### src/rtl/msk_pkg.sv
// Shared constants and helpers for the masked affine datapath.
// The optional refresh stage is compiled in with MSK_REFRESH_EN.
package msk_pkg;

    localparam int FIFO_DEPTH = 2;
    localparam int CNT_W      = 16;

    // Flat position of share j of bit k in a W*d sharing vector.
    function automatic int share_idx(input int k, input int j, input int d);
        return k * d + j;
    endfunction

endpackage

### src/rtl/msk_affine_lane.sv
// Combinational affine (and, with MSK_REFRESH_EN, refresh) on the d shares of one bit.
// Shares are never recombined; only share 0 sees the public constant.
module msk_affine_lane
    import msk_pkg::*;
#(
    parameter int d = 2
) (
    input  logic [d-1:0] sh_in,
    input  logic         cst,
`ifdef MSK_REFRESH_EN
    input  logic [d-2:0] r,
`endif
    output logic [d-1:0] sh_out
);

    always_comb begin
        sh_out    = sh_in;
        sh_out[0] = sh_in[0] ^ cst;
`ifdef MSK_REFRESH_EN
        // Each fresh mask enters exactly one upper share and share 0, so the
        // unmasked value is unchanged.
        for (int j = 1; j < d; j++) begin
            sh_out[j] = sh_in[j] ^ r[j-1];
        end
        sh_out[0] = sh_out[0] ^ (^r);
`endif
    end

endmodule

### src/rtl/msk_affine_pipe.sv
// Elastic masked affine layer: per-bit share-0 XOR with cst, then a 2-entry FIFO.
// Define MSK_REFRESH_EN to add the fresh-randomness refresh and the rnd/rnd_valid/rnd_cnt ports.
module msk_affine_pipe
    import msk_pkg::*;
#(
    parameter int d = 2,
    parameter int W = 4
) (
    input  logic                 clk,
    input  logic                 rst_n,
    input  logic                 in_valid,
    output logic                 in_ready,
    input  logic [W*d-1:0]       in_data,
    input  logic [W-1:0]         cst,
`ifdef MSK_REFRESH_EN
    input  logic [W*(d-1)-1:0]   rnd,
    input  logic                 rnd_valid,
    output logic [CNT_W-1:0]     rnd_cnt,
`endif
    output logic                 out_valid,
    input  logic                 out_ready,
    output logic [W*d-1:0]       out_data
);

    localparam int          PW      = $clog2(FIFO_DEPTH);
    localparam logic [1:0]  DEPTH_C = 2'(FIFO_DEPTH);

    logic [PW-1:0]   wptr, rptr;
    logic [1:0]      count;
    logic [W*d-1:0]  mem [FIFO_DEPTH];
    logic [W*d-1:0]  lane_out;
    logic            push, pop;

    genvar k;
    generate
        for (k = 0; k < W; k++) begin : g_lane
            msk_affine_lane #(.d(d)) u_lane (
                .sh_in  (in_data[share_idx(k, 0, d) +: d]),
                .cst    (cst[k]),
`ifdef MSK_REFRESH_EN
                .r      (rnd[k*(d-1) +: (d-1)]),
`endif
                .sh_out (lane_out[share_idx(k, 0, d) +: d])
            );
        end
    endgenerate

    // Handshake: a beat moves on a side only in a cycle where that side's
    // valid and ready are both high at the rising edge; an offered output
    // beat holds data and valid stable until taken.
    always_comb begin
`ifdef MSK_REFRESH_EN
        in_ready = (count < DEPTH_C) && rnd_valid;
`else
        in_ready = (count < DEPTH_C);
`endif
        out_valid = (count != 2'd0);
        out_data  = mem[rptr];
        push      = in_valid && in_ready;
        pop       = out_valid && out_ready;
    end

    always_ff @(posedge clk or negedge rst_n) begin
        if (!rst_n) begin
            wptr  <= '0;
            rptr  <= '0;
            count <= 2'd0;
            for (int i = 0; i < FIFO_DEPTH; i++) begin
                mem[i] <= '0;
            end
        end else begin
            if (push) begin
                mem[wptr] <= lane_out;
                wptr      <= wptr + 1'b1;
            end
            if (pop) begin
                rptr <= rptr + 1'b1;
            end
            case ({push, pop})
                2'b10:   count <= count + 2'd1;
                2'b01:   count <= count - 2'd1;
                default: count <= count;
            endcase
        end
    end

`ifdef MSK_REFRESH_EN
    logic [CNT_W-1:0] cnt_q;

    always_ff @(posedge clk or negedge rst_n) begin
        if (!rst_n) begin
            cnt_q <= '0;
        end else if (push && (cnt_q != '1)) begin
            cnt_q <= cnt_q + 1'b1;
        end
    end

    assign rnd_cnt = cnt_q;
`endif

endmodule

### config.mk
export PLATFORM = sky130hd
export DESIGN_NAME = msk_affine_pipe
export DESIGN_NICKNAME = d
export VERILOG_FILES = /design/src/rtl/msk_pkg.sv /design/src/rtl/msk_affine_lane.sv /design/src/rtl/msk_affine_pipe.sv
export SDC_FILE = /design/constraint.sdc
export NUM_CORES = 1
export LEC_CHECK = 0
export ABC_CLOCK_PERIOD_IN_PS = 2000
export CAP_MARGIN = 25
export CORE_MARGIN = 2
export CORE_UTILIZATION = 45
export CTS_CLUSTER_SIZE = 8
export DETAILED_ROUTE_END_ITERATION = 16
export GPL_TIMING_DRIVEN = 0
export PLACE_DENSITY = 0.85
export REMOVE_ABC_BUFFERS = 1
export SLEW_MARGIN = 20
export SYNTH_ARGS = -nofsm -noshare
export SYNTH_HDL_FRONTEND = slang
export SYNTH_HIERARCHICAL = 1
export SYNTH_SLANG_ARGS = --single-unit
### constraint.sdc
create_clock -name clk -period 2 [get_ports clk]
set_input_delay 0.4 -clock clk [delete_from_list [all_inputs] [get_ports clk]]
set_output_delay 0.4 -clock clk [all_outputs]
set_load 0.01 [all_outputs]
# Yosys cells after proc, flatten, opt, wreduce, memory -nomap -nowiden
# Cells that the tools add are included.
totals:
  reg_bits: 20
  latch_bits: 0
  mem_bits_rw: 0
  rom_bits: 0
  input_bits: 16
  out_inout_bits: 10
  word_cells: 33
  mem_count: 0
op_classes:
  addsub: 4
  n_mul: 0
  n_div: 0
  order_cmp: 4
  n_eq_ne: 2
  shift: 0
  n_mux: 7
  n_bitwise: 6
  n_reduce_logical: 5
ops:
  columns: ["cell", "n"]
  rows:
  - ["8-bit 2-to-1 mux", 4]
  - ["16-bit bitwise mux", 1]
  - ["8-bit demux with 1-bit select", 1]
  - ["2-bit >= comparator (second input constant)", 2]
  - ["1-bit NOT with 2-bit output", 2]
  - ["2-bit one-hot mux with 2 select lines", 1]
  - ["2-bit nonzero test", 2]
  - ["1-bit bitwise XOR", 4]
  - ["1-bit logical AND", 3]
  - ["1-bit adder (second input constant)", 2]
  - ["2-bit by 1-bit adder with 2-bit output (second input constant)", 1]
  - ["2-bit by 1-bit equality test with 1-bit output (second input constant)", 1]
  - ["2-bit equality test (second input constant)", 1]
  - ["2-bit by 1-bit less-than comparator with 1-bit output (second input constant)", 1]
  - ["2-bit less-than comparator (second input constant)", 1]
  - ["2-bit by 1-bit subtractor with 2-bit output (second input constant)", 1]

# Longest topological paths before layout
depth:
  ltp_word: 6
  mapped_depth: 6
  mapped_depth_nobuf: 6

# Hierarchy
# Netlist, hierarchy kept.
by_module_without_submodules:
  columns: ["module", "instances", "cells_each", "area_per_inst_um2", "seq_area_each_um2"]
  rows:
  - ["msk_affine_pipe", 1, 58, 879.6, 500.5]
  - ["msk_affine_lane", 4, 2, 16.3, 0.0]

# Least setup slack after synthesis
# OpenSTA, ideal clock, no wires.
synth_timing:
  path_kind: "register to register"
  start: "reg count[0]"
  end: "reg count[1]"
  setup_ns: 0.080
  arrival_time_ns: 1.439
  t_required_ns: 1.920
  slack_ns: 0.481
  path_stages_with_launch: 6
  n_path_buf: 0
  period_less_slack_ns: 1.519
  path_cell_list: "dfrtp_1 or2_2 and2_1 ha_1 nor2_1 xnor2_1"
synth_via:
  elab_chain_len: 4
  elab_cells_between_ends: 10
  classes_between: "add/sub: 2; order compare: 1; eq/ne: 2; mux: 1; reduce/logical: 4"
synth_rtl:
  columns: ["item", "line", "text"]
  rows:
  - ["start: declaration", "msk_affine_pipe.sv:29", "logic [1:0] count;"]
  - ["start signal: assignment", "msk_affine_pipe.sv:80", "2'b10: count <= count + 2'd1;"]
  - ["start signal: assignment", "msk_affine_pipe.sv:81", "2'b01: count <= count - 2'd1;"]
  - ["start signal: assignment", "msk_affine_pipe.sv:82", "default: count <= count;"]
  - ["2-bit nonzero test *", "msk_affine_pipe.sv:57", "out_valid = (count != 2'd0);"]
  - ["via out_valid", "msk_affine_pipe.sv:20", "output logic out_valid,"]
  - ["1-bit logical AND *", "msk_affine_pipe.sv:60", "pop = out_valid && out_ready;"]
  - ["via pop", "msk_affine_pipe.sv:32", "logic push, pop;"]
  - ["2-bit by 1-bit equality test with 1-bit output or 2-bit equality test (tied branches)", "msk_affine_pipe.sv:79", "case ({push, pop})"]
  - ["2-bit one-hot mux with 2 select lines or 2-bit nonzero test (tied branches)", null, null]
# The timed path passes the listed nets; every way through them passes the cells marked *.
# A chain may end at the register's enable or synchronous reset.

# Worst setup path after layout
layout_timing:
  start: "reg count[0]"
  end: "out out_valid"
layout_via:
  elab_chain_len: 1
layout_rtl:
  columns: ["item", "line"]
  rows:
  - ["2-bit nonzero test", "msk_affine_pipe.sv:57"]
  - ["end: declaration", "msk_affine_pipe.sv:20"]
# Every way passes these cells.

==> flow_summary.ini <==
[power_and_ir_drop]
p_per_area_nw_per_um2 = 1490
peakVddDrop_v = 0.000790
p_leak_nw = 0.513

[run]
maxCapViolations = 0

[layout]
nets = 108
mostFrequentLayoutCell = mux2_2
fill_cells = 166
stdcell_count = 116
layout_common_cells = mux2_2, dfrtp_1, clkdlybuf4s50_1
antenna_cells = 0
area_growth_pct = 27.8
fin_util_pct = 61.5
drive_above_1_share_pct = 34.8

[place]
gp_congestion = 0.674
port_buffers = 25
dp.cells = 113
dp_hpwl_um = 1240

[synth]
synth_cell_types = 14
syn-instance-count = 66
ys_ff_latch = 20
synth_top_area_share_pct = 53.0
ys_top_cells_by_area = dfrtp_1, mux2_2, xor2_1, xnor2_1, buf_4
ys_warn_count = 6
yosysSeqAreaShare_pct = 53.0
syn-cell-area_sq_um = 945
syn_avg_cell_area_sq_um = 14.3
yosysTopAreaCell = dfrtp_1

[hold_path]
hold_depth = 1
hp-class = register to register

[global_route]
first_global_vias = 599
grt_max_degree = 21
grt_util_all_layers_pct = 14.8
grt_antenna_before_repair = 0
grt.overflow.total = 0
grt_pass1_wl_um = 2660

[sta]
slew_headroom_pct = 43.8
finalClockSkew_ps = 0.498
period_minus_slack_ps = 1890
fmax_mhz = 530
rsz0062_at_grt = no
setup_viol = 0
maxSlewViolCount = 0
fin_tns_setup_ps = 0
tightest_slew_ps = 840
finalCritPeriodShare_pct = 94.4
hold_violations = 0

[worst_setup_path]
cp_max_fo = 3
cp-end-kind = output port
rrSetupSlack_ps = 440
crit_start = count[0]
start_kind = register
cp.arrival_ps = 1490
ff2ff_path_depth = 5
regToRegEndpoint = count[1]
rr_startpoint = count[0]
crit_required_ps = 1600
critical_path.endpoint = out_valid
worst-setup-path-type = register to output port

[cts]
cts_tree = done
postCtsSetupBuffers = 0
clock-root-buffer = clkbuf_4
clk_latency_ps = 290
cts_hold_buf = 0
cts_buffer_depth = 2
htreeDepth = 1
cts_buffers = 3
clkSinkCount = 20
path_clk_slew_ps = 100

[detailed_routing]
drc = 0
vias_per_cell = 4.91
dr.pass1.iters = 1
ant_nets = 0
vias = 569
drtIter0Drc = 0
wl_per_cell_um = 13.7
wl_um = 1590

[floorplanning]
start_util_pct = 48.2
dieArea_sq_um = 2480
dieHeight_um = 49.8
rows = 16
fp.coreArea_sq_um = 1960
die_width_um = 49.8
pin_count = 26

[status]
status = complete, no violations
==> worst min-delay path by stage <==
stage               slack (ps)     start        to
finish                     510    mem[9]    mem[9]
global route               530  count[0]  count[0]
CTS                        510    mem[0]    mem[0]
global placement           480    mem[7]    mem[7]
detailed placement         490    mem[0]    mem[0]
floorplan                  100     rst_n  count[0]
==> per-layer routing <==
metal  wire length (um)  global-route usage (%)  vias to the layer above
met1                670                    17.3                      280
met5                  0                       0                        -
met2                823                    24.7                       16
li1                   -                       -                      270
met4                 29                    8.33                        0
met3                 71                    3.64                        3
==> synthesized netlist by cell type (all sizes together) <==
cell type / instances
mux2: 24
dfrtp: 20
buf: 5
xor2: 5
xnor2: 4
nor2: 2
and2: 1
ha: 1
inv: 1
nand2b: 1
nand3: 1
or2: 1
==> flip-flops by register name, summed over array words and instances (netlist names) <==
signal and count:
count 2, mem 16, rptr 1, wptr 1
==> critical path: stages (launching register included) <==
cell             delay, ps
dfrtp_1                420
or2_2                  290
clkdlybuf4s50_1        480
==> final cells by class <==
cell class / count / area, sq um / share of cell area [%]
Multi-Input combinational cell: 40 / 405 / 33.6
Sequential cell: 20 / 502 / 41.6
Tap cell: 27 / 33.8 / 2.80
Inverter: 1 / 3.75 / 0.311
Clock buffer: 3 / 22.5 / 1.87
Timing Repair Buffer: 25 / 240 / 19.9
==> power by group <==
part           switching, mW  total, mW  internal, mW
Clock                  0.112      0.182        0.0702
Sequential             0.147      0.764         0.617
Combinational          0.322      0.857         0.536
==> per-stage QoR <==
| stage | hold slack (ps) | setup slack, ps | power (mW) | cell area (sq um) |
|---|---|---|---|---|
| finish | 509 | 112 | 1.80 | 1210 |
| global route | 534 | 36.3 | 1.93 | 1210 |
| CTS | 511 | 102 | 1.83 | 1210 |
| detailed placement | 488 | 172 | 1.74 | 1190 |
| global placement | 481 | 156 | 1.69 | 1190 |
| floorplan | 104 | 481 | 1.31 | 910 |
==> timing repair <==
action / CTS / global route
endpoints found under the setup margin: 8 / 0
endpoints found under the hold margin: 0 / 0
resized for setup: 9 / 0
==> kinds of logic (layout without fill, tap and decap cells) <==
logic type    after synthesis  count (layout)  synth area share (%)
fa+ha+maj                   1               1                  1.32
buf+inv                     6              29                  4.11
mux                        24              24                  28.6
xor+xnor                    9               9                  8.34
flops                      20              20                  53.0
simple gates                6               6                  4.64
No activity file was read; power rests on OpenSTA's default activity.
